<file path="src/rtl/posit_pack.sv">
// posit_pack: assembles regime/exponent/fraction into a 32-bit posit (es=3) with round-to-nearest-even, saturation and sign.
// Latency: 2 cycles; the accepting edge fills stage 1 and the following edge registers out_posit/out_valid.
// Backpressure: two-stage valid/ready pipe. in_ready is combinational from out_ready and falls only when both stages are full.
module posit_pack (
  input  logic        clk,
  input  logic        rst,
  input  logic        in_valid,
  output logic        in_ready,
  input  logic        in_sign,
  input  logic [7:0]  in_k,
  input  logic [2:0]  in_exp,
  input  logic [31:0] in_frac,
  input  logic        in_sticky,
  input  logic        in_zero,
  input  logic        in_nar,
  output logic        out_valid,
  input  logic        out_ready,
  output logic [31:0] out_posit
);

  // Pipeline control.
  logic s1_valid;
  logic s1_adv;
  logic s2_adv;

  assign s2_adv   = !out_valid || out_ready;
  assign s1_adv   = !s1_valid || s2_adv;
  assign in_ready = s1_adv;

  // Stage 1 combinational assembly.
  logic        k_hi;
  logic        k_lo;
  logic [5:0]  kc;      // clamped k, 6-bit two's complement in [-30, 30]
  logic [4:0]  sh;      // regime length minus one
  logic [67:0] base;
  logic [67:0] ones;
  logic [67:0] wv;
  logic [30:0] a_body;
  logic        a_guard;
  logic        a_sticky;

  // Clamp k, then shift {terminator, exp, frac} right behind the regime run.
  // The working vector carries 32 pad bits so even the longest regime keeps
  // every fraction bit inside the sticky window.
  always_comb begin
    k_hi     = $signed(in_k) > 8'sd30;
    k_lo     = $signed(in_k) < -8'sd30;
    kc       = k_hi ? 6'd30 : (k_lo ? 6'b100010 : in_k[5:0]);
    sh       = kc[5] ? (5'd0 - kc[4:0]) : (kc[4:0] + 5'd1);
    base     = {kc[5], in_exp, in_frac, 32'd0};
    ones     = kc[5] ? 68'd0 : ~({68{1'b1}} >> sh);
    wv       = (base >> sh) | ones;
    a_body   = wv[67:37];
    a_guard  = wv[36];
    a_sticky = (|wv[35:0]) | in_sticky;
  end

  // Stage 1 occupancy; cleared asynchronously so in-flight beats are dropped.
  always_ff @(posedge clk or posedge rst) begin
    if (rst)
      s1_valid <= 1'b0;
    else if (s1_adv)
      s1_valid <= in_valid;
  end

  logic [30:0] s1_body;
  logic        s1_guard;
  logic        s1_sticky;
  logic        s1_sign;
  logic        s1_zero;
  logic        s1_nar;
  logic        s1_sat;

  // Stage 1 payload; only the valid bit needs a reset.
  always_ff @(posedge clk) begin
    if (in_valid && s1_adv) begin
      s1_body   <= a_body;
      s1_guard  <= a_guard;
      s1_sticky <= a_sticky;
      s1_sign   <= in_sign;
      s1_zero   <= in_zero;
      s1_nar    <= in_nar;
      s1_sat    <= k_hi;
    end
  end

  // Stage 2 combinational round, saturate, negate and special-case override.
  logic        rnd;
  logic [31:0] sum;
  logic [30:0] mag;
  logic [31:0] res;

  always_comb begin
    rnd = s1_guard && (s1_body[0] || s1_sticky);
    sum = {1'b0, s1_body} + {31'd0, rnd};
    if (sum[31] || s1_sat)
      mag = 31'h7FFF_FFFF;
    else if (sum[30:0] == 31'd0)
      mag = 31'd1;
    else
      mag = sum[30:0];
    res = s1_sign ? (32'd0 - {1'b0, mag}) : {1'b0, mag};
    if (s1_nar)
      res = 32'h8000_0000;
    else if (s1_zero)
      res = 32'h0000_0000;
  end

  // Output register; holds its value while the consumer stalls.
  always_ff @(posedge clk or posedge rst) begin
    if (rst) begin
      out_valid <= 1'b0;
      out_posit <= 32'd0;
    end else if (s2_adv) begin
      out_valid <= s1_valid;
      if (s1_valid)
        out_posit <= res;
    end
  end

endmodule

</file>
<file path="config.mk">
export PLATFORM = sky130hd
export DESIGN_NAME = posit_pack
export DESIGN_NICKNAME = d
export VERILOG_FILES = /design/src/rtl/posit_pack.sv
export SDC_FILE = /design/constraint.sdc
export NUM_CORES = 1
export LEC_CHECK = 0
export BUFFER_PORTS_ARGS = -buffer_cell sky130_fd_sc_hd__buf_2
export CAP_MARGIN = 25
export CORE_MARGIN = 2
export CORE_UTILIZATION = 55
export CTS_BUF_LIST = sky130_fd_sc_hd__clkbuf_4 sky130_fd_sc_hd__clkbuf_8
export CTS_CLUSTER_DIAMETER = 150
export DETAILED_ROUTE_END_ITERATION = 10
export HOLD_SLACK_MARGIN = 0.15
export PLACE_DENSITY_LB_ADDON = 0.1
export SETUP_SLACK_MARGIN = 0.5
export SYNTH_ARGS = -nofsm -noshare
export SYNTH_HDL_FRONTEND = slang
export SYNTH_SLANG_ARGS = --single-unit
</file>
<file path="constraint.sdc">
create_clock -name clk -period 12.4 [get_ports clk]
set_input_delay 1.24 -clock clk [delete_from_list [all_inputs] [get_ports clk]]
set_output_delay 1.24 -clock clk [all_outputs]
set_load 0.05 [all_outputs]
</file>
== After elaboration in Yosys (flattened, before gate mapping) ==
Cells that the tools add are included.

* Bits in registers: 71
* Input bits: 51
* Logic and storage cells: 41

* Add/subtract/negate cells: 4
* $lt $le $gt $ge: 2
* Shifts and indexed selects: 2
* Mux-type cells: 9
* Bitwise operators: 3
* Reductions and logical operators: 11

{| class="wikitable"
|+ Operators with widths
! cell !! count
|-
| 32-bit 2-to-1 mux || 3
|-
| 68-bit 2-to-1 mux || 1
|-
| 68-bit NOT || 1
|-
| 68-bit OR || 1
|-
| 68-bit by 5-bit >> shifter with 68-bit output || 1
|-
| 68-bit by 5-bit >> shifter with 68-bit output, first input constant || 1
|-
| 31-bit 2-to-1 mux || 2
|-
| 36-bit OR reduction || 1
|-
| 31-bit by 1-bit adder with 32-bit output || 1
|-
| 1-bit by 31-bit subtractor with 32-bit output, first input constant || 1
|-
| 31-bit logical NOT || 1
|-
| 6-bit 2-to-1 mux || 2
|-
| 8-bit by 6-bit > comparator with 1-bit output, second input constant || 1
|-
| 8-bit by 6-bit < comparator with 1-bit output, second input constant || 1
|-
| 5-bit by 1-bit adder with 5-bit output, second input constant || 1
|-
| 5-bit 2-to-1 mux || 1
|-
| 1-bit by 5-bit subtractor with 5-bit output, first input constant || 1
|-
| 1-bit logical OR || 4
|-
| 1-bit logical AND || 2
|-
| 1-bit logical NOT || 2
|-
| 2-bit AND reduction || 1
|-
| 1-bit OR || 1
|}

== Logic depth before layout (Yosys ltp) ==
Gate-level depths: netlist of the first run.

* Word-level depth: 11
* Mapped depth: 22

== Worst setup path before layout of the first run ==
OpenSTA, ideal clock, no wires.

* Path kind: reg2reg
* Start: reg s1_body[0]
* End: reg out_posit[30]
* Library setup time: 134 ps
* Data arrival time: 5214 ps
* Slack: 7052 ps
* Cell stages (with the launch flop): 23
* Cells stage by stage: edfxtp_1 > o21a_1 > ha_1 > ha_1 > buf_4 > nand4_4 > or4_1 > buf_2 > or4_1 > buf_2 > nor3b_1 > a21oi_4 > nor4_4 > buf_6 > nor3_1 > ha_1 > o21ai_1 > or3b_2 > nor4_1 > nand3_1 > o41ai_1 > xnor2_1 > o21ai_0

* Longest elaborated chain between the ends: 10

{| class="wikitable"
|+ Ends and longest elaborated chain
! element !! line !! RTL
|-
| start: declaration || 66 || <nowiki>logic [30:0] s1_body;</nowiki>
|-
| start signal: assignment || 77 || <nowiki>s1_body <= a_body;</nowiki>
|-
| 1-bit logical OR || 94 || <nowiki>rnd = s1_guard && (s1_body[0] || s1_sticky);</nowiki>
|-
| 1-bit logical AND || 94 ||
|-
| 31-bit by 1-bit adder with 32-bit output (*) || 95 || <nowiki>sum = {1'b0, s1_body} + {31'd0, rnd};</nowiki>
|-
| 31-bit logical NOT || 98 || <nowiki>else if (sum[30:0] == 31'd0)</nowiki>
|-
| 31-bit 2-to-1 mux || 98 ||
|-
| 31-bit 2-to-1 mux (*) || 96 || <nowiki>if (sum[31] || s1_sat)</nowiki>
|-
| 1-bit by 31-bit subtractor with 32-bit output || 102 || <nowiki>res = s1_sign ? (32'd0 - {1'b0, mag}) : {1'b0, mag};</nowiki>
|-
| 32-bit 2-to-1 mux (*) || 102 ||
|-
| 32-bit 2-to-1 mux (*) || 105 || <nowiki>else if (s1_zero)</nowiki>
|-
| 32-bit 2-to-1 mux (*) || 103 || <nowiki>if (s1_nar)</nowiki>
|-
| end signal: assignment || 117 || <nowiki>out_posit <= res;</nowiki>
|-
| end: declaration || 18 || <nowiki>output logic [31:0] out_posit</nowiki>
|}

Every way passes the cells marked *; elsewhere a longest branch is shown, timed or not.
A chain may end at the register's enable or synchronous reset.

== Worst setup path after layout of the first run ==
Same ends and word-level chain as after synthesis.

==> impl_metrics.yaml, run 1 <==
detailed_routing:
  post_drt_wl_per_cell_um: 16.8
  wirelength_um: 17900
  vias: 6565
  viasPerCell: 6.14
  dr.pass1.iters: 6
  ant_nets: 0
  drtIter0Drc: 596
  drc: 0
floorplan:
  ios: 85
  row_count: 41
  dieArea_um2: 13600
  core-area_um2: 12500
  die_w_um: 117
  die_h_um: 117
  start_util_pct: 55.9
timing:
  tightest_slew_ns: 0.973
  rsz0062_at_grt: "no"
  setup_tns_ns: 0
  hold_viol: 0
  post-route-period-util_pct: 51.0
  setup_viol: 0
  clock.fmax_ghz: 0.158
  slew-limit-headroom_pct: 35.2
  slew_viol_final: 0
  skew_ns: 0.0107
  post-route-min-period_ns: 6.32
critical_path:
  slowest_delay_ns: 0.75
  cp_num_buf_inv: 1
  arrival_ns: 6.51
  worst_ep_required_time_ns: 12.59
  crit_family: "simple AND/OR/NAND/NOR gates"
  start_kind: "flip-flop"
  cpMaxStageDelayCell: "nor4_1"
  path_max_fanout: 14
  crit_top_cell: "ha_1"
  endpoint_kind: "flip-flop"
  worstPathCellList: "o21a_1 -> ha_1 -> ha_1 -> nand4_4 -> or4_1 -> or4_1 -> nor3b_1 -> a21oi_4 -> nor4_4 -> buf_4 -> nor3_1 -> ha_1 -> o21ai_1 -> or3b_2 -> nor4_1 -> nand3_1 -> o41ai_1 -> xnor2_1 -> o21ai_0"
  path_class: "reg -> reg"
global_route:
  grt_antenna_before_repair: 0
  grt_usage_pct: 26.6
  grtUsageMet1_pct: 33.6
  grt_max_degree: 48
  grt_pass1_vias: 6014
  grt_use_met3_pct: 3.11
  grt_pass1_wl_um: 29200
  use_met2_pct: 46.4
  grt.overflow.total: 0
  top_usage_layer: "met2"
synth:
  ys_seq_area_share_pct: 28.1
  ys_seq_elements: 71
  synth_edf_count: 37
  synthCells: 862
  syn_area_per_cell_um2: 8.11
  ys.flop_type: "edfxtp_1"
  yosysWarnings: 0
  ys_types: 75
  ys_async_sr_fraction_pct: 47.9
  synth_area_um2: 6990
  syn_nets: 919
power_and_ir_drop:
  p_leak_nw: 2.98
  p_per_area_nw_per_um2: 105
  p_total_mw: 0.799
  irDropWorstVdd_v: 0.0000490
clock_tree:
  clock_latency_ns: 0.34
  clockRootBuffer: "clkbuf_8"
  cts_buffer_depth: 2
  cts_made_buffers: 9
  htreeDepth: 3
  cts_resized: 0
  post_cts_buffers: 0
  tritoncts: "yes"
  cts.sinks: 71
  clkTransAtPathRegs_ns: 0.07
  hold_buffers: 0
place:
  io_buffers: 84
  gp_congestion: 0.906
  hpwl_um: 14000
outcome:
  status: "completed"
min_path:
  hp-class: "reg -> reg"
finish:
  final_nets: 950
  diodes: 0
  syn2layout_area_growth_pct: 9.05
  drive_gt1_share_pct: 17.5
run:
  cap_violations: 0
routing by layer:
layer / part of all wire [%] / wire [µm]
met1: 45 / 7980
met2: 49 / 8800
met3: 3.8 / 688
met4: 2.6 / 459
met5: 0 / 0
cells by family after synthesis:
group                      share of synthesized area [%]
DFF                                                 28.1
muxes                                               15.0
xor gates and xnor gates                            6.39
adders and majority gates                           1.07
buffers and inverters                               5.10
AOI/OAI and AO/OA                                   20.0
and+or+nand+nor                                     24.3
through the flow:
| step | cell area (µm²) | hold WS [ns] | setup slack (ns) | utilization (%) | instances |
|---|---|---|---|---|---|
| after floorplan | 6990 | 0.457 | 7.05 | - | 862 |
| after global routing | 7630 | 0.505 | 5.64 | 60.9 | 1070 |
| after CTS | 7600 | 0.480 | 6.11 | 60.7 | 1069 |
| after detailed placement | 7410 | 0.465 | 6.12 | 59.2 | 1053 |
| after global placement | 7410 | 0.458 | 6.35 | 59.2 | 1053 |
| final | 7630 | 0.472 | 6.08 | 60.9 | 1070 |
registers in the layout, summed over array words and instances (netlist names):
signal     count
out_posit     32
out_valid      1
s1_body       31
s1_guard       1
s1_nar         1
s1_sat         1
s1_sign        1
s1_sticky      1
s1_valid       1
s1_zero        1
cells in the final DEF, fill, tap and decap left out, drive strengths merged, types with 10 or more instances in the layout:
| cell type | n |
|---|---|
| or3 | 10 |
| nand3 | 22 |
| nor3 | 22 |
| xnor2 | 27 |
| o211ai | 13 |
| o21ai | 81 |
| mux2i | 77 |
| nor4 | 20 |
| inv | 13 |
| o22ai | 17 |
| nand2b | 10 |
| dfrtp | 34 |
| nand4 | 25 |
| nor2 | 62 |
| xor2 | 24 |
| buf | 94 |
| mux2 | 25 |
| and2 | 10 |
| nand2 | 104 |
| o31ai | 10 |
| a21oi | 44 |
| edfxtp | 37 |
| clkbuf | 11 |
report_power, final:
part	total [mW]	switching (mW)	internal [mW]
clock	0.176	0.0801	0.0957
combinational	0.316	0.205	0.111
sequential	0.308	0.0300	0.278
total	0.799	0.315	0.484
synth_stat cells (4+ instances only):
| master | number | share of area [%] |
|---|---|---|
| o21a_1 | 4 | 0.43 |
| a211oi_1 | 7 | 0.75 |
| o22ai_1 | 17 | 1.5 |
| nand2b_1 | 10 | 0.89 |
| ha_1 | 6 | 1.1 |
| nand3b_1 | 4 | 0.43 |
| xor2_1 | 24 | 3.0 |
| inv_1 | 12 | 0.64 |
| mux2_2 | 25 | 4.0 |
| buf_1 | 5 | 0.27 |
| o21ai_0 | 72 | 5.2 |
| o21ai_1 | 9 | 0.64 |
| clkbuf_1 | 54 | 2.9 |
| o31ai_1 | 8 | 0.86 |
| or4_1 | 4 | 0.43 |
| and4_1 | 8 | 1.0 |
| buf_2 | 12 | 0.86 |
| nand2_1 | 104 | 5.6 |
| nand3_1 | 22 | 1.6 |
| and3_1 | 6 | 0.54 |
| or3_1 | 10 | 0.89 |
| dfrtp_1 | 34 | 12 |
| a221o_1 | 8 | 1.1 |
| nor4_1 | 17 | 1.5 |
| nand4_1 | 23 | 2.1 |
| mux2i_1 | 77 | 11 |
| and2_1 | 9 | 0.81 |
| a21oi_1 | 43 | 3.1 |
| o211ai_1 | 13 | 1.4 |
| nor3_1 | 22 | 1.6 |
| xnor2_1 | 27 | 3.4 |
| nor2_1 | 60 | 3.2 |
| nor2b_1 | 6 | 0.54 |
| edfxtp_1 | 37 | 16 |
| a31oi_1 | 4 | 0.36 |
final cells by class:
class,instances,area (µm²)
Fill cell,1180,4890
Clock buffer,11,139
Sequential cell,71,1960
Tap cell,172,215
Clock inverter,5,48.8
Multi-Input combinational cell,704,4700
Inverter,13,48.8
Timing Repair Buffer,94,515
path summary, 6_finish.rpt:
kind,startpoint,endpoint,slack [ns],cells past startpoint
max,s1_body[0],out_posit[30],6.08,19
min,out_posit[18],out_posit[18],0.47,2
max reg2reg,s1_body[0],out_posit[30],6.08,19
min reg2reg,out_posit[18],out_posit[18],0.47,2
max in group asynchronous,rst,out_posit[17],11.13,3
min in group asynchronous,rst,out_posit[31],0.97,3
worst reg2reg max path, delay by kind of cell (launching register included):
family / cells / cell delay [ns]
and+or+nand+nor: 9 / 3.62
AOI/OAI and AO/OA: 5 / 0.95
adders and majority gates: 3 / 0.90
DFF: 1 / 0.35
buffers and inverters: 1 / 0.20
xor gates and xnor gates: 1 / 0.16
(Power assumes the default switching activity.)
==> inputs of run 2 (changes only) <==
==> constraint.sdc (replaced) <==
create_clock -name clk -period 6.4 [get_ports clk]
set_input_delay 0.64 -clock clk [delete_from_list [all_inputs] [get_ports clk]]
set_output_delay 0.64 -clock clk [all_outputs]
set_load 0.05 [all_outputs]
==> impl_metrics.yaml, run 2 (synthesis gave the netlist of run 1 again) <==
critical_path:
  endpoint_kind: "flip-flop"
  path_class: "reg -> reg"
  path_max_fanout: 10
  arrival_ns: 5.78
  worst_ep_required_time_ns: 6.60
  start_kind: "flip-flop"
timing:
  setup_tns_ns: 0
  clock.fmax_ghz: 0.179
  rsz0062_at_grt: "no"
  slew_viol_final: 0
  tightest_slew_ns: 0.965
  skew_ns: 0.00787
  slew-limit-headroom_pct: 35.7
  setup_viol: 0
  post-route-period-util_pct: 87.2
  hold_viol: 0
  post-route-min-period_ns: 5.58
clock_tree:
  htreeDepth: 3
  clkTransAtPathRegs_ns: 0.07
  hold_buffers: 0
  cts_buffer_depth: 2
  clock_latency_ns: 0.35
  tritoncts: "yes"
  cts_made_buffers: 9
  clockRootBuffer: "clkbuf_8"
  cts.sinks: 71
min_path:
  hp-class: "in -> async"
power_and_ir_drop:
  p_per_area_nw_per_um2: 200
  p_int_mw: 0.937
  clkPwrFrac_pct: 21.4
  power_frac_seq_pct: 38.9
  combinationalPowerShare_pct: 39.8
  power.share.switching_pct: 39.0
  p_sw_mw: 0.600
  p_leak_nw: 3.01
  irDropWorstVdd_v: 0.000110
finish:
  syn2layout_area_growth_pct: 10.0
  largest_register_ffs: 32
  final_cell_mix: "nand2_1, buf_2, mux2i_1"
  diodes: 0
  top_regs: "out_posit: 32 flops, s1_body: 31 flops"
  top_register: "out_posit"
  post-route-util_pct: 61.5
  fin_cells: 1074
  layout_commonest_cell: "nand2_1"
  final_nets: 954
  drive_gt1_share_pct: 18.2
detailed_routing:
  wirelength_um: 17600
  drtIter0Drc: 470
  dr.pass1.iters: 5
  post_drt_wl_per_cell_um: 16.4
  vias: 6542
  ant_nets: 0
  drc: 0
  viasPerCell: 6.09
floorplan:
  core-area_um2: 12500
  start_util_pct: 55.9
  dieArea_um2: 13600
  row_count: 41
  die_h_um: 117
  ios: 85
  die_w_um: 117
outcome:
  status: "completed"
run:
  cap_violations: 0
global_route:
  grt_max_degree: 47
  grt_pass1_vias: 5975
  grt_antenna_before_repair: 0
  grt_usage_pct: 26.1
  grt_pass1_wl_um: 28700
  grt.overflow.total: 0
place:
  dp_cells: 1056
  gp_congestion: 0.920
  hpwl_um: 13600
  io_buffers: 84
-- run 2: worst paths after layout --
path,from,cells after the start,endpoint,slack [ns]
setup / recovery,s1_body[0],19,out_posit[30],0.82
hold reg to reg,out_posit[8],2,out_posit[8],0.48
min in group clk,in_nar,1,s1_nar,0.47
max in group asynchronous,rst,3,out_posit[18],5.73
hold / removal,rst,3,out_posit[1],0.37
setup reg to reg,s1_body[0],19,out_posit[30],0.82
-- run 2: final cells by class --
type	count	area (µm²)
inverters	13	48.8
multi-input cells	704	4700
flip-flops and latches	71	1960
repair buffers	98	578
fillers	1179	4820
well taps	172	215
clock inverters	1	5.00
clock buffers	15	181
-- run 2: routing by layer --
layer	wire length [µm]	up-vias	global-route usage, %
met5	0	-	0
met4	571	0	12.5
met3	708	37	2.34
met2	8520	212	44.8
met1	7790	3023	33.1
li1	-	3270	-
-- run 2: metrics by stage --
stage	hold WS, ns	setup slack, ns	power [mW]	cell area (µm²)
after floorplan	0.457	1.05	1.06	6990
after global placement	0.457	0.879	1.19	7430
after detailed placement	0.466	0.669	1.21	7450
after CTS	0.373	0.681	1.54	7640
after global routing	0.417	0.496	1.63	7690
final	0.372	0.822	1.54	7690
-- run 2: worst max-delay path: stages (launching register included) --
cell and delay (ns):
edfxtp_1 0.36, o21a_1 0.12, ha_1 0.28, ha_2 0.34, nand4_4 0.20, or4_4 0.64, or4_1 0.66, nor3b_1 0.22
a21oi_4 0.20, nor4_4 0.10, nor3_1 0.25, ha_1 0.23, o21ai_1 0.18, or3b_2 0.56, nor4_1 0.27, buf_4 0.18
nand3_1 0.08, o41ai_1 0.32, xnor2_1 0.16, o21ai_0 0.08
-- run 2: power by group through the flow --
stage | clock [mW] | combinational [mW] | sequential, mW
after floorplan | 0 | 0.408 | 0.650
after global placement | 0 | 0.589 | 0.606
after detailed placement | 0 | 0.600 | 0.605
after CTS | 0.338 | 0.603 | 0.596
after global routing | 0.353 | 0.671 | 0.606
final | 0.328 | 0.611 | 0.598
-- run 2: timing repair --
item,CTS,global route
setup buffers,0,0
gates resized for setup,0,2
setup endpoints to repair,0,5
